$ cat config.mk
export PLATFORM = sky130hd
export DESIGN_NAME = e203_nice_arb
export DESIGN_NICKNAME = d
export VERILOG_FILES = /design/src/rtl/e203_nice_arb_pkg.sv /design/src/rtl/e203_nice_arb_idfifo.sv /design/src/rtl/e203_nice_arb.sv
export SDC_FILE = /design/constraint.sdc
export NUM_CORES = 1
export LEC_CHECK = 0
export ABC_AREA = 1
export CAP_MARGIN = 25
export CELL_PAD_IN_SITES_DETAIL_PLACEMENT = 1
export CELL_PAD_IN_SITES_GLOBAL_PLACEMENT = 2
export CORE_ASPECT_RATIO = 0.6
export CORE_UTILIZATION = 10
export CTS_CLUSTER_DIAMETER = 80
export DETAILED_ROUTE_END_ITERATION = 10
export GPL_ROUTABILITY_DRIVEN = 0
export GPL_TIMING_DRIVEN = 1
export MAX_ROUTING_LAYER = met4
export PLACE_DENSITY = 0.95
export SYNTH_ARGS = -nofsm -noshare
export SYNTH_HDL_FRONTEND = slang
export SYNTH_SLANG_ARGS = --single-unit
$ cat constraint.sdc
create_clock -name clk -period 3.43 [get_ports clk]
set_clock_uncertainty 0.2 [all_clocks]
set_input_delay 0.343 -clock clk [delete_from_list [all_inputs] [get_ports clk]]
set_output_delay 0.343 -clock clk [all_outputs]
set_load 0.01 [all_outputs]
$ cat src/rtl/e203_nice_arb_pkg.sv
// Shared types and constants for the two-master NICE arbiter.
// The optional E203_NICE_ARB_FIXED_PRIO_EN build makes master 0 win every contention.
package e203_nice_arb_pkg;

    localparam int NICE_XLEN              = 32;
    localparam int NICE_ARB_DEFAULT_DEPTH = 4;

    typedef logic [0:0] nice_mid_t;

    localparam nice_mid_t MID_M0 = 1'b0;
    localparam nice_mid_t MID_M1 = 1'b1;

    typedef struct packed {
        logic [NICE_XLEN-1:0] instr;
        logic [NICE_XLEN-1:0] rs1;
        logic [NICE_XLEN-1:0] rs2;
    } nice_req_t;

    function automatic nice_mid_t other_mid(input nice_mid_t mid);
        return ~mid;
    endfunction

endpackage

$ cat src/rtl/e203_nice_arb_idfifo.sv
// In-order tracking FIFO holding the master ID of each accepted request.
// Pointers carry an extra MSB so full and empty are told apart without a counter.
module e203_nice_arb_idfifo #(
    parameter int  DEPTH = 4,
    parameter type T     = logic,
    localparam int AW    = $clog2(DEPTH)
) (
    input  logic        clk,
    input  logic        rst,
    input  logic        push,
    input  T            push_data,
    input  logic        pop,
    output T            head,
    output logic        full,
    output logic        empty,
    output logic [AW:0] count
);

    localparam logic [AW:0] PTR_ONE = {{AW{1'b0}}, 1'b1};

    logic [AW:0] wr_ptr;
    logic [AW:0] rd_ptr;
    T            mem [DEPTH];

    always_ff @(posedge clk) begin
        if (rst) begin
            wr_ptr <= '0;
            rd_ptr <= '0;
        end else begin
            if (push && !full)
                wr_ptr <= wr_ptr + PTR_ONE;
            if (pop && !empty)
                rd_ptr <= rd_ptr + PTR_ONE;
        end
    end

    // Storage needs no reset: entries are only read between a push and its pop.
    always_ff @(posedge clk) begin
        if (push && !full)
            mem[wr_ptr[AW-1:0]] <= push_data;
    end

    assign empty = (wr_ptr == rd_ptr);
    assign full  = (wr_ptr[AW] != rd_ptr[AW]) && (wr_ptr[AW-1:0] == rd_ptr[AW-1:0]);
    assign count = wr_ptr - rd_ptr;
    assign head  = mem[rd_ptr[AW-1:0]];

endmodule

$ cat src/rtl/e203_nice_arb.sv
// Shares one NICE coprocessor port between two masters and steers responses back in order.
// Define E203_NICE_ARB_FIXED_PRIO_EN for fixed master-0 priority instead of round-robin.
module e203_nice_arb
    import e203_nice_arb_pkg::*;
#(
    parameter int  OSTD_DEPTH = NICE_ARB_DEFAULT_DEPTH,
    localparam int CW         = $clog2(OSTD_DEPTH) + 1
) (
    input  logic                 clk,
    input  logic                 rst,

    input  logic                 m0_req_valid,
    output logic                 m0_req_ready,
    input  logic [NICE_XLEN-1:0] m0_req_instr,
    input  logic [NICE_XLEN-1:0] m0_req_rs1,
    input  logic [NICE_XLEN-1:0] m0_req_rs2,
    output logic                 m0_rsp_valid,
    input  logic                 m0_rsp_ready,

    input  logic                 m1_req_valid,
    output logic                 m1_req_ready,
    input  logic [NICE_XLEN-1:0] m1_req_instr,
    input  logic [NICE_XLEN-1:0] m1_req_rs1,
    input  logic [NICE_XLEN-1:0] m1_req_rs2,
    output logic                 m1_rsp_valid,
    input  logic                 m1_rsp_ready,

    output logic [NICE_XLEN-1:0] m_rsp_dat,
    output logic                 m_rsp_err,

    output logic                 nice_req_valid,
    input  logic                 nice_req_ready,
    output logic [NICE_XLEN-1:0] nice_req_instr,
    output logic [NICE_XLEN-1:0] nice_req_rs1,
    output logic [NICE_XLEN-1:0] nice_req_rs2,

    input  logic                 nice_rsp_multicyc_valid,
    output logic                 nice_rsp_multicyc_ready,
    input  logic [NICE_XLEN-1:0] nice_rsp_multicyc_dat,
    input  logic                 nice_rsp_multicyc_err,

    output logic [CW-1:0]        ostd_cnt,
    output logic                 rsp_orphan
);

    nice_req_t m0_req;
    nice_req_t m1_req;
    nice_req_t sel_req;

    nice_mid_t grant;
    nice_mid_t contend_pick;
    nice_mid_t lock_id;
    nice_mid_t head;
    logic      lock_vld;
    logic      sel_valid;
    logic      accept;
    logic      pop;
    logic      full;
    logic      empty;
    logic      rsp_sel_ready;

    assign m0_req = '{instr: m0_req_instr, rs1: m0_req_rs1, rs2: m0_req_rs2};
    assign m1_req = '{instr: m1_req_instr, rs1: m1_req_rs1, rs2: m1_req_rs2};

`ifdef E203_NICE_ARB_FIXED_PRIO_EN
    assign contend_pick = MID_M0;
`else
    nice_mid_t rr_ptr;

    always_ff @(posedge clk) begin
        if (rst)
            rr_ptr <= MID_M0;
        else if (accept)
            rr_ptr <= other_mid(grant);
    end

    assign contend_pick = rr_ptr;
`endif

    always_comb begin
        grant = MID_M0;
        if (lock_vld)
            grant = lock_id;
        else if (m0_req_valid && m1_req_valid)
            grant = contend_pick;
        else if (m1_req_valid)
            grant = MID_M1;
    end

    assign sel_valid = (grant == MID_M1) ? m1_req_valid : m0_req_valid;
    assign sel_req   = (grant == MID_M1) ? m1_req : m0_req;

    // Full is the registered occupancy, so a same-cycle pop cannot make room for a push.
    assign nice_req_valid = !rst && !full && sel_valid;
    assign nice_req_instr = sel_req.instr;
    assign nice_req_rs1   = sel_req.rs1;
    assign nice_req_rs2   = sel_req.rs2;
    assign accept         = nice_req_valid && nice_req_ready;

    assign m0_req_ready = !rst && sel_valid && (grant == MID_M0) && nice_req_ready && !full;
    assign m1_req_ready = !rst && sel_valid && (grant == MID_M1) && nice_req_ready && !full;

    // A presented-but-unaccepted request pins the grant; a master that withdraws releases it.
    always_ff @(posedge clk) begin
        if (rst) begin
            lock_vld <= 1'b0;
            lock_id  <= MID_M0;
        end else if (accept || !sel_valid) begin
            lock_vld <= 1'b0;
        end else if (nice_req_valid) begin
            lock_vld <= 1'b1;
            lock_id  <= grant;
        end
    end

    e203_nice_arb_idfifo #(
        .DEPTH (OSTD_DEPTH),
        .T     (nice_mid_t)
    ) u_idfifo (
        .clk       (clk),
        .rst       (rst),
        .push      (accept),
        .push_data (grant),
        .pop       (pop),
        .head      (head),
        .full      (full),
        .empty     (empty),
        .count     (ostd_cnt)
    );

    assign rsp_sel_ready           = (head == MID_M1) ? m1_rsp_ready : m0_rsp_ready;
    assign nice_rsp_multicyc_ready = !rst && !empty && rsp_sel_ready;
    assign pop                     = nice_rsp_multicyc_valid && nice_rsp_multicyc_ready;

    assign m0_rsp_valid = !rst && nice_rsp_multicyc_valid && !empty && (head == MID_M0);
    assign m1_rsp_valid = !rst && nice_rsp_multicyc_valid && !empty && (head == MID_M1);
    assign m_rsp_dat    = nice_rsp_multicyc_dat;
    assign m_rsp_err    = nice_rsp_multicyc_err;

    always_ff @(posedge clk) begin
        if (rst)
            rsp_orphan <= 1'b0;
        else if (nice_rsp_multicyc_valid && empty)
            rsp_orphan <= 1'b1;
    end

endmodule

==> PnR_summary.wiki, run 1 <==
{| class="wikitable"
! Metric !! Value
|-
| Area growth from synthesis to final layout || 139%
|-
| Complex-gate fraction of the synthesized area || 0.0360
|-
| Cell depth of the worst min-delay path || 2
|-
| Post-Synth Adder-Cell Area || 0.0462
|-
| Number of antenna-violating nets in the routed design || 0
|-
| Placed Cells || 1027
|-
| Vertical die dimension || 120 um
|-
| Nets || 965
|-
| Placed wire-length estimate || 12300 um
|-
| Die width || 199 um
|-
| Detailed-route wire length per cell || 13.9 um
|-
| Final min period || 2.90 ns
|-
| Average vias per placed instance || 3.71
|-
| Critical path launch point || m1_req_valid
|-
| Largest net degree at the start of global routing || 80
|-
| # diodes || 0
|-
| Share of the cycle needed by the critical path after routing || 0.844
|-
| Final instance count without filler cells || 1031
|-
| Met2 routed WL || 6480 um
|-
| Count of TritonRoute iterations in the first routing pass || 4
|-
| Crit path required time || 2.89 ns
|-
| GRT Overall Usage || 0.117
|-
| Slew at the pin with the worst max-slew slack || 0.376 ns
|-
| Largest stage delay on the critical path || 0.56 ns
|-
| Final global-route overflow total || 0
|-
| Standby leakage power || 2.55 nW
|-
| Gate Count Post-Synth || 463
|-
| Insertion delay of the later-clocked pin in the worst-skew pair || 0.24 ns
|-
| Highest signal layer in the routed design || met4
|-
| Clock tree from TritonCTS || done
|-
| Cell family with the largest share of critical-path delay || buffers and inverters
|-
| Slowest cell on crit path || sky130_fd_sc_hd__clkdlybuf4s50_1
|-
| Minimum setup slack among reg-to-reg paths || 1.36 ns
|-
| Sum Neg Setup Slack || 0 ns
|-
| DRT met1 WL || 6210 um
|-
| Number of clock buffers inserted by TritonCTS || 3
|-
| Crit path capture type || output port
|-
| Mux contribution to synthesized area || 0
|-
| Area of the die || 23900 um^2
|-
| Register area share after synthesis || 0.155
|-
| First-pass GRT wire length || 20700 um
|-
| Reg2reg path depth || 8
|-
| Critical path buffers and inverters || 4
|-
| Starting DRC count in detailed routing || 158
|-
| Clock Sink Count || 16
|-
| Met3 WL || 1620 um
|-
| Drt drc || 0
|-
| Critical Path Start Type || primary input
|-
| Cell Area, Synth || 2330 um^2
|-
| CTS root buffer || sky130_fd_sc_hd__clkbuf_16
|-
| Number of buffers inserted by post-CTS setup repair || 0
|-
| Capturing instance or port of the critical path || nice_req_rs1[30]
|-
| Most area-consuming cells after synthesis || sky130_fd_sc_hd__nand2_1 51%, sky130_fd_sc_hd__buf_4 11%, sky130_fd_sc_hd__dfxtp_1 10%, sky130_fd_sc_hd__edfxtp_1 5.2%, sky130_fd_sc_hd__ha_1 3.8%
|-
| Fraction of layout cells with a size suffix above 1 || 0.0207
|-
| Post-synth top area cell || sky130_fd_sc_hd__nand2_1
|-
| Max-Cap Viols || 0
|-
| Total number of placement rows || 42
|-
| Count of state elements after synthesis || 16
|-
| RR Endpoint || u_idfifo.mem[3]
|-
| Count of input and output buffers || 305
|-
| WS Path Type || in2out
|-
| RR Startpoint || u_idfifo.wr_ptr[0]
|-
| Clock Tree Buf Depth || 2
|-
| Core Region || 22400 um^2
|-
| Distinct cell type count after synthesis || 21
|-
| Effective utilization at floorplan || 0.104
|-
| Final slew viol count || 0
|-
| Number of antenna violations at the first check in global routing || 0
|-
| Vias in the first global route || 3834
|-
| Run status || complete, no violations
|-
| Synth top area share || 0.511
|-
| Syn. warnings || 0
|-
| Worst IR Drop VDD || 197 uV
|-
| Path type of the worst min-delay path || reg2reg
|-
| I/O pin count || 372
|-
| Worst path depth || 7
|-
| RSZ-0062 raised after global routing || false
|-
| Number of hold buffers added after CTS || 0
|-
| Largest family of logic cells by synthesized area || simple AND/OR/NAND/NOR gates
|-
| CP cell instances || clkdlybuf4s50_1, a31oi_4, inv_2, buf_12, nand2_1, nand2_1, clkdlybuf4s50_1
|-
| Routed vias || 3821
|-
| Cell Pwr Density || 228 nW/um^2
|-
| Final setup fails || 0
|-
| Basic-gate share of the synthesized area counting and, or, nand and nor cells || 0.565
|-
| Level count of the clock H-tree || 1
|-
| Area share of xor/xnor cells in the synthesized design || 0.0113
|-
| Critical path peak fanout || 67
|-
| Total Wirelength || 14400 um
|-
| Mean cell area of the mapped netlist || 5.03 um^2
|-
| Number of resized instances in the post-cts repair step || 0
|-
| Clock-pin slew on the worst setup and hold paths || 0.05 ns
|-
| Fmax || 0.345 GHz
|-
| Final Hold Fails || 0
|-
| Max-slew headroom || 0.750
|-
| Worst EP arrival || 2.35 ns
|-
| Net Count, Synth || 704
|}
how the worst min path moves through the flow:
stage | to | startpoint
6_report | rsp_orphan | rsp_orphan
3_5_place_dp | rsp_orphan | rsp_orphan
4_1_cts | rsp_orphan | rsp_orphan
3_3_place_gp | rsp_orphan | rsp_orphan
2_1_floorplan | rsp_orphan | rsp_orphan
5_1_grt | rsp_orphan | rsp_orphan
report_power, final:
| part | switching (mW) | internal [mW] |
|---|---|---|
| clock network | 0.0704 | 0.154 |
| logic | 0.347 | 0.495 |
| registers | 0.00471 | 0.201 |
| total | 0.422 | 0.851 |
Yosys cell counts, drive strengths merged:
| library cell | instances |
|---|---|
| inv | 25 |
| o21bai | 1 |
| clkbuf | 15 |
| nor2 | 16 |
| o2111ai | 1 |
| a31oi | 1 |
| ha | 7 |
| edfxtp | 4 |
| nand4 | 3 |
| nand2 | 317 |
| dfxtp | 12 |
| nand3 | 9 |
| fa | 1 |
| a21oi | 7 |
| buf | 40 |
| a21boi | 1 |
| xnor2 | 1 |
| xor2 | 2 |
logic make-up after synthesis:
| family | Yosys count |
|---|---|
| and+or+nand+nor | 345 |
| buffers and inverters | 80 |
| DFF | 16 |
| AOI/OAI and AO/OA | 11 |
| adders and majority gates | 8 |
| xor gates and xnor gates | 3 |
placed cells by master, fill, tap and decap left out, types with 2 or more instances in the layout:
master / Yosys / final
sky130_fd_sc_hd__a21oi_1: 6 / 6
sky130_fd_sc_hd__buf_12: 0 / 2
sky130_fd_sc_hd__buf_4: 34 / 4
sky130_fd_sc_hd__clkbuf_16: 0 / 3
sky130_fd_sc_hd__clkdlybuf4s50_1: 0 / 305
sky130_fd_sc_hd__dfxtp_1: 12 / 12
sky130_fd_sc_hd__edfxtp_1: 4 / 4
sky130_fd_sc_hd__ha_1: 7 / 7
sky130_fd_sc_hd__inv_1: 21 / 21
sky130_fd_sc_hd__inv_2: 4 / 4
sky130_fd_sc_hd__nand2_1: 317 / 317
sky130_fd_sc_hd__nand3_1: 9 / 9
sky130_fd_sc_hd__nand4_1: 3 / 3
sky130_fd_sc_hd__nor2_1: 16 / 16
sky130_fd_sc_hd__xor2_1: 2 / 2
final cells by class:
cell class / count / area, um^2
clock inverter: 1 / 3.75
sequential: 16 / 360
multi-input combinational: 367 / 1530
fill: 2832 / 16900
inverter: 25 / 93.8
clock buffer: 3 / 75.1
timing repair buffer: 311 / 3120
tap: 308 / 385
metal layers:
| metal | track usage | vias up |
|---|---|---|
| li1 | - | 1869 |
| met1 | 0.143 | 1741 |
| met2 | 0.185 | 207 |
| met3 | 0.0483 | 4 |
| met4 | 0.00817 | 0 |
| met5 | - | - |
per-stage QoR:
step           power [mW]  hold slack (ns)  utilization  setup WS, ns  instance area (um^2)
3_5_place_dp         1.06            0.272        0.245         0.478                  5490
4_1_cts              1.29            0.285        0.248         0.470                  5570
3_3_place_gp         1.05            0.242        0.245         0.526                  5490
6_report             1.27            0.270        0.248         0.534                  5570
2_1_floorplan       0.526            0.274            -          1.47                  2330
5_1_grt              1.36            0.299        0.248         0.383                  5570
worst min-delay path: cells and delay by family (launching register included):
family,cells,cell delay (ns)
compound gates,1,0.06
flops,1,0.31
buf+inv,1,0.05
Note: power is estimated with default switching activity, not from simulation.
==> inputs of run 2 (changes only) <==
==> constraint.sdc (replaced) <==
create_clock -name clk -period 2.8 [get_ports clk]
set_clock_uncertainty 0.2 [all_clocks]
set_input_delay 0.28 -clock clk [delete_from_list [all_inputs] [get_ports clk]]
set_output_delay 0.28 -clock clk [all_outputs]
set_load 0.01 [all_outputs]
==> PnR_summary.wiki, run 2 (same netlist as run 1, synthesis figures left out) <==
{| class="wikitable"
! Metric !! Value
|-
| Total Wirelength || 14300 um (-0.72%)
|-
| Number of hold buffers added after CTS || 0 (unchanged)
|-
| Standby leakage power || 2.62 nW (+2.8%)
|-
| Number of antenna violations at the first check in global routing || 0 (unchanged)
|-
| Final global-route overflow total || 0 (unchanged)
|-
| Cell depth of the worst min-delay path || 2 (unchanged)
|-
| Vias in the first global route || 3832 (-0.052%)
|-
| Minimum setup slack among reg-to-reg paths || 0.73 ns (-0.63 ns)
|-
| GRT Overall Usage || 0.115 (-0.00221)
|-
| WS Path Type || in2out
|-
| Cell Pwr Density || 279 nW/um^2 (+22%)
|-
| RSZ-0062 raised after global routing || false
|-
| Worst IR Drop VDD || 217 uV (+11%)
|-
| Nets || 972 (+0.73%)
|-
| RR Startpoint || u_idfifo.wr_ptr[0]
|-
| Clock network power share || 0.177 (about the same)
|-
| Max-Cap Viols || 0 (unchanged)
|-
| Switching pwr || 525 uW (+24%)
|-
| Clock tree from TritonCTS || done
|-
| Most common library cell in the layout ignoring fill and taps || sky130_fd_sc_hd__nand2_1
|-
| Number of buffers inserted by post-CTS setup repair || 0 (unchanged)
|-
| Worst hold endpoint || rsp_orphan
|-
| Largest net degree at the start of global routing || 51 (-36%)
|-
| Critical path launch point || m0_req_valid
|-
| Area of the die || 23900 um^2 (unchanged)
|-
| Final setup fails || 0 (unchanged)
|-
| Final Hold Fails || 0 (unchanged)
|-
| Internal cell power || 1.06 mW (+24%)
|-
| Clock-pin slew on the worst setup and hold paths || 0.05 ns (about the same)
|-
| Sum Neg Setup Slack || 0 ns (unchanged)
|-
| Effective utilization at floorplan || 0.104 (unchanged)
|-
| Path type of the worst min-delay path || reg2reg
|-
| Fmax || 0.374 GHz
|-
| Fraction of layout cells with a size suffix above 1 || 0.0315 (+0.0108)
|-
| Share of the cycle needed by the critical path after routing || 0.956
|-
| Final slew viol count || 0 (unchanged)
|-
| Insertion delay of the later-clocked pin in the worst-skew pair || 0.25 ns (about the same)
|-
| Crit path capture type || output port
|-
| Crit path required time || 2.32 ns (-0.57 ns)
|-
| Clock Sink Count || 16 (unchanged)
|-
| Sequential power share || 0.158 (-0.004)
|-
| First-pass GRT wire length || 20500 um (-1.4%)
|-
| Number of antenna-violating nets in the routed design || 0 (unchanged)
|-
| Total number of placement rows || 42 (unchanged)
|-
| Placed wire-length estimate || 12200 um (-0.56%)
|-
| Clock Tree Buf Depth || 2 (unchanged)
|-
| Final min period || 2.68 ns
|-
| Switching share of power || 0.332 (about the same)
|-
| Slew at the pin with the worst max-slew slack || 0.258 ns (-0.118 ns)
|-
| Critical Path Start Type || primary input
|-
| Worst EP arrival || 2.20 ns (-0.15 ns)
|-
| Highest-count cells in the layout ignoring fill and taps || 317 x sky130_fd_sc_hd__nand2_1, 303 x sky130_fd_sc_hd__clkdlybuf4s50_1, 21 x sky130_fd_sc_hd__inv_1, 16 x sky130_fd_sc_hd__nor2_1, 12 x sky130_fd_sc_hd__dfxtp_1
|-
| Drt drc || 0 (unchanged)
|-
| CTS root buffer || sky130_fd_sc_hd__clkbuf_16
|-
| Final instance count without filler cells || 1038 (+0.68%)
|-
| Run status || complete, no violations
|-
| Launch instance of the worst min-delay path || rsp_orphan
|-
| Reg2reg path depth || 9 (+1)
|-
| Detailed-route wire length per cell || 13.7 um (-1.4%)
|-
| Count of TritonRoute iterations in the first routing pass || 4 (unchanged)
|-
| Routed vias || 3753 (-1.8%)
|-
| Starting DRC count in detailed routing || 125 (-21%)
|-
| Number of clock buffers inserted by TritonCTS || 3 (unchanged)
|-
| Standard cell area after detailed placement || 5580 um^2 (+1.6%)
|-
| Post-route core utilization || 0.253 (+0.00463)
|-
| Area growth from synthesis to final layout || 144%
|-
| # diodes || 0 (unchanged)
|-
| Vertical die dimension || 120 um (unchanged)
|-
| I/O pin count || 372 (unchanged)
|-
| Max-slew headroom || 0.828 (+0.0786)
|-
| Placed Cells || 1034 (+0.68%)
|-
| Critical path peak fanout || 50 (-25%)
|-
| Level count of the clock H-tree || 1 (unchanged)
|-
| Count of input and output buffers || 305 (unchanged)
|-
| Combinational cell fraction of total power || 0.664 (+0.002)
|-
| Die width || 199 um (unchanged)
|-
| RR Endpoint || u_idfifo.mem[3]
|-
| Post-layout instance area || 5680 um^2 (+1.9%)
|-
| Core Region || 22400 um^2 (unchanged)
|-
| Average vias per placed instance || 3.62 (-2.4%)
|}
run 2: critical path: stages:
cell and delay [ns]:
sky130_fd_sc_hd__clkdlybuf4s50_1 0.48, sky130_fd_sc_hd__nand2_1 0.10, sky130_fd_sc_hd__a31oi_4 0.25, sky130_fd_sc_hd__buf_12 0.26
sky130_fd_sc_hd__nand2_1 0.08, sky130_fd_sc_hd__nand2_1 0.14, sky130_fd_sc_hd__clkdlybuf4s50_1 0.56
run 2: power groups by stage:
stage	Combinational, mW	Clock [mW]	Sequential (mW)
2_1_floorplan	0.389	0	0.256
3_3_place_gp	1.05	0	0.255
3_5_place_dp	1.06	0	0.256
4_1_cts	1.06	0.289	0.251
5_1_grt	1.13	0.302	0.252
6_report	1.05	0.280	0.251
run 2: how the worst max path moves through the flow:
stage | to | slack (ns)
2_1_floorplan | m0_req_ready | 0.90
3_3_place_gp | m1_req_ready | 0.07
3_5_place_dp | m1_req_ready | 0.09
6_report | nice_req_rs1[14] | 0.12
4_1_cts | m0_req_ready | 0.01
5_1_grt | m0_rsp_valid | 0.007
run 2: layer usage:
layer / global-route usage / wire, um / vias up
met4: 0.0115 / 90 / 0
li1: - / - / 1882
met5: - / 0 / -
met2: 0.182 / 6330 / 210
met3: 0.0424 / 1600 / 10
met1: 0.142 / 6240 / 1651
run 2: layout make-up:
class	instances	area [um^2]
Multi-Input combinational cell	367	1540
Fill cell	2824	16800
Clock buffer	3	75.1
Clock inverter	1	3.75
Sequential cell	16	360
Tap cell	308	385
Inverter	25	93.8
Timing Repair Buffer	318	3210
run 2: timing repair:
item                                    4_1_cts  5_1_grt
endpoints found under the setup margin        2        3
endpoints found under the hold margin         0        0
gates resized for setup                       2        2
run 2: through the flow:
stage | setup WS [ns] | hold WS, ns | total power [mW]
detailed placement | 0.0914 | 0.271 | 1.32
global route | 0.00686 | 0.318 | 1.69
finish | 0.123 | 0.274 | 1.58
CTS | 0.0149 | 0.281 | 1.60
global placement | 0.0660 | 0.241 | 1.31
floorplan | 0.899 | 0.242 | 0.644
